<file path="src/rtl/wirecube_vertex_sched_if.sv">
// Datapath handshake between the vertex scheduler (master) and the rotate/project unit (slave).
// req/vtx_idx/angle flow downstream; ack returns as a 1-cycle completion pulse.
interface wirecube_vertex_sched_if #(
    parameter int IDX_W   = 4,
    parameter int ANGLE_W = 8
);
    logic               req;
    logic [IDX_W-1:0]   vtx_idx;
    logic [ANGLE_W-1:0] angle;
    logic               ack;

    modport master (output req, vtx_idx, angle, input ack);
    modport slave  (input req, vtx_idx, angle, output ack);
endinterface

</file>
<file path="src/rtl/wirecube_vertex_sched.sv">
// Per-frame sequencer: advances the cube angle, issues one req/ack per vertex, then pulses commit.
// Latency: req one cycle after the frame pulse; commit one cycle after the last ack (1+NUM_VTX+1 minimum).
// Backpressure: req/idx/angle hold until ack; frame pulses while busy are dropped and flagged
// (WIRECUBE_SCHED_OVERRUN_CNT_EN adds a saturating rejected-pulse counter).
module wirecube_vertex_sched #(
    parameter int NUM_VTX = 8,
    parameter int ANGLE_W = 8,
    parameter int IDX_W   = 4
) (
    input  logic                     clk_i,
    input  logic                     rst_i,
    input  logic                     next_frame_i,
    input  logic [3:0]               speed_i,
    input  logic                     dir_i,
    input  logic                     pause_i,
    wirecube_vertex_sched_if.master  dp,
    output logic                     busy_o,
    output logic                     commit_o,
    output logic                     overrun_o
`ifdef WIRECUBE_SCHED_OVERRUN_CNT_EN
    ,
    output logic [7:0]               overrun_cnt_o
`endif
);

    typedef enum logic [1:0] {
        IDLE   = 2'd0,
        ISSUE  = 2'd1,
        COMMIT = 2'd2
    } state_t;

    state_t               state_q, state_d;
    logic [IDX_W-1:0]     idx_q, idx_d;
    logic [ANGLE_W-1:0]   angle_q, angle_d;
    logic                 overrun_q, overrun_d;
    logic [ANGLE_W-1:0]   speed_ext;
    logic                 last_vtx;
    logic                 frame_rejected;

    assign speed_ext      = ANGLE_W'(speed_i);
    assign last_vtx       = (idx_q == IDX_W'(NUM_VTX - 1));
    assign frame_rejected = next_frame_i && (state_q != IDLE);

    always_ff @(posedge clk_i) begin
        if (rst_i) begin
            state_q   <= IDLE;
            idx_q     <= '0;
            angle_q   <= '0;
            overrun_q <= 1'b0;
        end else begin
            state_q   <= state_d;
            idx_q     <= idx_d;
            angle_q   <= angle_d;
            overrun_q <= overrun_d;
        end
    end

    always_comb begin
        state_d   = state_q;
        idx_d     = idx_q;
        angle_d   = angle_q;
        overrun_d = overrun_q | frame_rejected;
        case (state_q)
            IDLE: begin
                if (next_frame_i) begin
                    // Wraps naturally modulo 2**ANGLE_W in both directions.
                    if (!pause_i) begin
                        angle_d = dir_i ? (angle_q - speed_ext) : (angle_q + speed_ext);
                    end
                    idx_d   = '0;
                    state_d = ISSUE;
                end
            end
            ISSUE: begin
                if (dp.ack) begin
                    if (last_vtx) begin
                        state_d = COMMIT;
                    end else begin
                        idx_d = idx_q + 1'b1;
                    end
                end
            end
            COMMIT: begin
                state_d = IDLE;
            end
            default: begin
                state_d = IDLE;
            end
        endcase
    end

    // All outputs decode straight from registered state, so they are glitch-free.
    assign dp.req     = (state_q == ISSUE);
    assign dp.vtx_idx = idx_q;
    assign dp.angle   = angle_q;
    assign busy_o     = (state_q != IDLE);
    assign commit_o   = (state_q == COMMIT);
    assign overrun_o  = overrun_q;

`ifdef WIRECUBE_SCHED_OVERRUN_CNT_EN
    logic [7:0] ovr_cnt_q;

    always_ff @(posedge clk_i) begin
        if (rst_i) begin
            ovr_cnt_q <= '0;
        end else if (frame_rejected && (ovr_cnt_q != 8'hFF)) begin
            ovr_cnt_q <= ovr_cnt_q + 8'd1;
        end
    end

    assign overrun_cnt_o = ovr_cnt_q;
`endif

endmodule

</file>
<file path="src/flat_wrapper.sv">
// flat-port wrapper written by rule: the top's interface ports become plain ports
module wirecube_vertex_sched_flat 
#(
    parameter int NUM_VTX = 8,
    parameter int ANGLE_W = 8,
    parameter int IDX_W   = 4
)
  (clk_i, rst_i, next_frame_i, speed_i, dir_i, pause_i, busy_o, commit_o, overrun_o, dp_req, dp_vtx_idx, dp_angle, dp_ack);
  wirecube_vertex_sched_if #(.IDX_W(IDX_W), .ANGLE_W(ANGLE_W)) dp_i ();
  input  logic clk_i;
  input  logic rst_i;
  input  logic next_frame_i;
  input  logic [3:0] speed_i;
  input  logic dir_i;
  input  logic pause_i;
  output logic busy_o;
  output logic commit_o;
  output logic overrun_o;
  output wire logic [$bits(dp_i.req)-1:0] dp_req;
  output wire logic [$bits(dp_i.vtx_idx)-1:0] dp_vtx_idx;
  output wire logic [$bits(dp_i.angle)-1:0] dp_angle;
  input wire logic [$bits(dp_i.ack)-1:0] dp_ack;
  assign dp_req = dp_i.req;
  assign dp_vtx_idx = dp_i.vtx_idx;
  assign dp_angle = dp_i.angle;
  assign dp_i.ack = dp_ack;
  wirecube_vertex_sched #(.NUM_VTX(NUM_VTX), .ANGLE_W(ANGLE_W), .IDX_W(IDX_W)) u_core (.clk_i(clk_i), .rst_i(rst_i), .next_frame_i(next_frame_i), .speed_i(speed_i), .dir_i(dir_i), .pause_i(pause_i), .dp(dp_i), .busy_o(busy_o), .commit_o(commit_o), .overrun_o(overrun_o));
endmodule
</file>
<file path="config.mk">
export PLATFORM = sky130hd
export DESIGN_NAME = wirecube_vertex_sched_flat
export DESIGN_NICKNAME = d
export VERILOG_FILES = /design/src/rtl/wirecube_vertex_sched_if.sv /design/src/rtl/wirecube_vertex_sched.sv /design/src/flat_wrapper.sv
export SDC_FILE = /design/constraint.sdc
export NUM_CORES = 1
export LEC_CHECK = 0
export BUFFER_PORTS_ARGS = -buffer_cell sky130_fd_sc_hd__buf_2
export CAP_MARGIN = 30
export CORE_MARGIN = 10
export CORE_UTILIZATION = 30
export DETAILED_ROUTE_END_ITERATION = 12
export GPL_TIMING_DRIVEN = 0
export PLACE_DENSITY_LB_ADDON = 0.3
export SLEW_MARGIN = 20
export SYNTH_ARGS = -nofsm -noshare
export SYNTH_HDL_FRONTEND = slang
export SYNTH_SLANG_ARGS = --single-unit
</file>
<file path="constraint.sdc">
create_clock -name clk_i -period 2.8 [get_ports clk_i]
set_input_delay 0.14 -clock clk_i [delete_from_list [all_inputs] [get_ports clk_i]]
set_output_delay 0.14 -clock clk_i [all_outputs]
set_load 0.05 [all_outputs]
</file>
Yosys cells after proc, flatten, opt, wreduce, memory -nomap -nowiden
Cells that the tools add are included.
- reduce and logical (&&, ||, !) cells: 7
- add/sub/neg operators: 3
- $lt $le $gt $ge: 0
- divide/modulo/power cells: 0
- $mul: 0
- bitwise logic cells: 2
- shifts and indexed selects: 0
- equal/unequal tests: 7
- muxes and demuxes: 9
- operator list (kind ; count):
    $mux 4 ; 3
    $add 8x4->8 ; 1
    $mux 8 ; 1
    $pmux 4 s2 ; 1
    $sub 8x4->8 ; 1
    $mux 2 ; 3
    $reduce_and 3->1 ; 2
    $add 4x1->4 const B ; 1
    $eq 4x3->1 const B ; 1
    $ne 2x1->1 const B ; 2
    $ne 2x2->1 const B ; 2
    $pmux 2 s2 ; 1
    $reduce_and 4->1 ; 1
    $reduce_bool 2->1 ; 2
    $eq 2x1->1 const B ; 1
    $eq 2x2->1 const B ; 1
    $logic_not 2->1 ; 1
    $logic_and 1x1->1 ; 1
    $not 1->1 ; 1
    $or 1x1->1 ; 1
- word-level logic and storage cells: 32
- memory bits (writable): 0
- output and inout bits: 16
- bits in registers: 15
- memories kept: 0
- bits in latches: 0
- bits of input ports: 10
- ROM bits: 0

Depth between registers and ports, before layout
- depth after elaboration: 4
- gate-level depth with buffers: 10
- mapped depth without buffers: 10

Least setup slack after synthesis
No wires, ideal clock.
- kind: flip-flop to flip-flop
- from: reg u_core.angle_q[1] (netlist: u_core.dp.angle[1])
- to: reg u_core.angle_q[7] (netlist: u_core.dp.angle[7])
- clock period less this slack: 2.158 ns
- arrival time: 2.035 ns
- setup slack: 0.642 ns
- path buffers: 0
- required time: 2.677 ns
- library setup time: 0.123 ns
- stages on the path, launching flop included: 7
- path through: dfxtp_1 ha_1 nor2b_1 o31ai_1 o211ai_1 mux2i_1 mux2_1
- word-level cells in the longest chain between the ends: 2
- elaborated cells between the ends (all ways): 3
- those cells by class: 2 x add/sub; 1 x mux
- RTL lines (what ; RTL line ; source):
    from (decl) ; wirecube_vertex_sched.sv:34 ; logic [ANGLE_W-1:0] angle_q, angle_d;
    from (signal assigned) ; wirecube_vertex_sched.sv:53 ; angle_q <= angle_d;
    $add 8x4->8 / $sub 8x4->8 (equally long branches) ; wirecube_vertex_sched.sv:68 ; angle_d = dir_i ? (angle_q - speed_ext) : (angle_q + speed_ext);
    $mux 8 (*) ; wirecube_vertex_sched.sv:68 ;
Every way passes the cells marked *; elsewhere a longest branch is shown, timed or not.
A chain may end at the register's enable or synchronous reset.

Final worst setup path
- from: in speed_i[0]
- to: reg u_core.angle_q[7] (netlist: u_core.dp.angle[7])
- word-level cells in the longest chain between the ends: 2
- elaborated cells between the ends (all ways): 3
- those cells by class: 2 x add/sub; 1 x mux
- RTL lines (what ; RTL line ; source):
    from (decl) ; flat_wrapper.sv:13 ; input logic [3:0] speed_i;
    $add 8x4->8 / $sub 8x4->8 (equally long branches) ; wirecube_vertex_sched.sv:68 ;
    $mux 8 (*) ; wirecube_vertex_sched.sv:68 ;
Marked as above.

==> metrics.txt <==
total gr overflow 0; hold path depth 3; Avg Cell Area, Syn 8.27 um^2; Buffers on Ports 23; Hold Path End u_core.overrun_o$_SDFF_PP0_; Worst EP required 2.98 ns; FF-to-FF Start u_core.dp.angle[0]$_SDFFE_PP0P_; layout filler cell count 366; nets 174; syn nets 146; drt wl/cell 12.4 um; Startpoint Class input pin; vias in the first global route 1,018; DIE AREA 6190 um^2; Yosys warning count 0; maxcap violations 0; status finished, final reports clean; Worst-Margin Slew 0.487 ns; CTS root buf clkbuf_4; die width 78.7 um; Final Skew 0.00320 ns; total wire length 2460 um; R2R depth 8; layout cell share with drive strength beyond 1 21.1%; drt pass-1 iters 4; P_leak 0.565 nW; first-pass GRT wire length 4440 um; Die Span Y 78.7 um; n_diodes 0; Final period util 75.1%; commonest non-fill, non-tap cells in the layout 24 x buf_2, 15 x dfxtp_1, 12 x nand2_1; Yosys cell types 35; clk_lat worst skew 0.28 ns; starting density of the core 31.0%; htree depth 1; post-synthesis register bit count 15; area share of the largest cell type after synthesis 29.1%; Post-DRT Antenna Nets 0; M1 WL 1140 um; largest net degree at the start of global routing 11; hold-fix buffers at CTS 0; min-delay worst type in2reg; maximum vdd ir drop 0.000206 V; Detailed Route Iter0 Violations 48; WS Path Type in2reg; Max Fclk 0.475 GHz; commonest non-fill, non-tap cell in the layout buf_2; CP arrival 2.28 ns; CTS resizes 0; Met3 Wirelength 206 um; Synth Instances 125; WL met2 1100 um; Hold Fails Final Rpt 0; Pwr per Cell Area 451 nW/um^2; Core ar. 3340 um^2; GRT Overall Usage 8.54%; RSZ-0062 raised after global routing no; Seq/Total Area, Yosys 29.1%; Final Setup Violations 0; reg-to-reg endpoint u_core.dp.angle[6]$_SDFFE_PP0P_; I/O pin cnt 26; CTS tree yes; Post-Syn Area 1030 um^2; Placer Congestion 0.835; CTS Sinks 15; Synth area leaders dfxtp_1 29%, ha_1 12%, nand2_1 4.4%; antenna violations before repair 0; CTS max path bufs 2; clock slew at reported path FFs 0.10 ns; crit-path max FO 3; hpwl dp 1970 um; max-slew violations 0; min Tclk post-route 2.10 ns; Power Total 0.556 mW; site row count 21; worst min-delay path startpoint next_frame_i; area leader, netlist dfxtp_1; post-CTS setup buffers 0; DRC errors left 0; number of CTS-inserted buffers 3; Critical Path End Type flip-flop; Area Growth Syn to Fin 19.2%; FF-to-FF setup slack 0.82 ns; final setup TNS 0 ns; Top Metal Used met4; drt via density 4.90; via count 971; Max-slew headroom 67.5%
-- area by class of cell --
class	count	area [um^2]	share of cell area, %
inverter	7	26.3	2.13
sequential	15	300	24.4
buffer	5	27.5	2.23
clock buffer	4	26.3	2.13
tap	46	57.6	4.67
multi-input combinational	98	679	55.1
timing repair buffer	23	115	9.34
-- power breakdown --
part / internal, mW / switching [mW]
sequential: 0.226 / 0.0112
clock: 0.0553 / 0.0727
combinational: 0.0692 / 0.122
total: 0.350 / 0.206
-- critical path, stage by stage --
cell      delay [ns]
buf_2           0.11
inv_1           0.04
ha_1            0.28
mux2i_1         0.24
ha_1            0.28
nor2b_1         0.14
o31ai_1         0.34
o211ai_1        0.17
mux2i_1         0.21
mux2_1          0.33
-- synthesized netlist by cell type --
library cell  count
a211oi_1          3
a21boi_0          1
a21o_1            4
a21oi_1           7
a31oi_1           3
and2b_1           1
and3b_1           1
buf_2             1
buf_6             1
clkbuf_1          3
dfxtp_1          15
fa_1              1
ha_1             10
inv_1             7
mux2_1            1
mux2i_1           3
nand2_1          12
nand2b_2          1
nand3_1           5
nand3b_1          2
nor2_1           10
nor2b_1           5
nor3_1            7
nor3b_1           1
nor3b_4           1
nor4b_1           1
o211ai_1          1
o21a_1            1
o21ai_0           5
o311ai_0          2
o31ai_1           1
or2_2             1
or3_1             1
or3b_2            1
xnor2_1           5
-- flip-flops by register name, indices dropped and copies added, names as in the netlist --
register	count
u_core.dp.angle	8
u_core.overrun_o	1
u_core.dp.vtx_idx	4
u_core.state_q	2
-- through the flow --
stage	setup WS, ns	cells	util [%]	hold WS (ns)	cell area (um^2)
3_5_place_dp	0.349	194	36.1	0.407	1210
5_1_grt	0.475	198	36.9	0.140	1230
3_3_place_gp	0.308	194	36.1	0.400	1210
6_report	0.697	198	36.9	0.111	1230
4_1_cts	0.669	198	36.9	0.0978	1230
2_1_floorplan	0.642	125	-	0.281	1030
-- per-layer routing --
layer	up-vias	track usage, %
met3	2	4.62
met5	-	0
met1	444	9.56
met4	0	1.61
met2	27	14.1
li1	498	-
-- cell families (layout without fill, tap and decap cells) --
group	Yosys count	after routing	synth area share (%)
adder cells (fa/ha/maj)	11	11	14.0
AO/OA/AOI/OAI	28	28	17.3
XOR/XNOR	5	5	4.24
buffers and inverters	12	39	5.21
AND/OR/NAND/NOR	50	50	26.2
flip-flops	15	15	29.1
multiplexers	4	4	4.00
-- worst max-delay path by stage --
stage	startpoint	end	slack, ns	cells after the start
after CTS	speed_i[0]	u_core.dp.angle[7]$_SDFFE_PP0P_	0.67	10
final	speed_i[0]	u_core.dp.angle[7]$_SDFFE_PP0P_	0.70	10
after detailed placement	speed_i[0]	u_core.dp.angle[7]$_SDFFE_PP0P_	0.35	10
after global routing	speed_i[0]	u_core.dp.angle[7]$_SDFFE_PP0P_	0.48	10
after floorplan	u_core.dp.angle[1]$_SDFFE_PP0P_	u_core.dp.angle[7]$_SDFFE_PP0P_	0.64	6
after global placement	speed_i[0]	u_core.dp.angle[7]$_SDFFE_PP0P_	0.31	10
(Power assumes the default switching activity.)
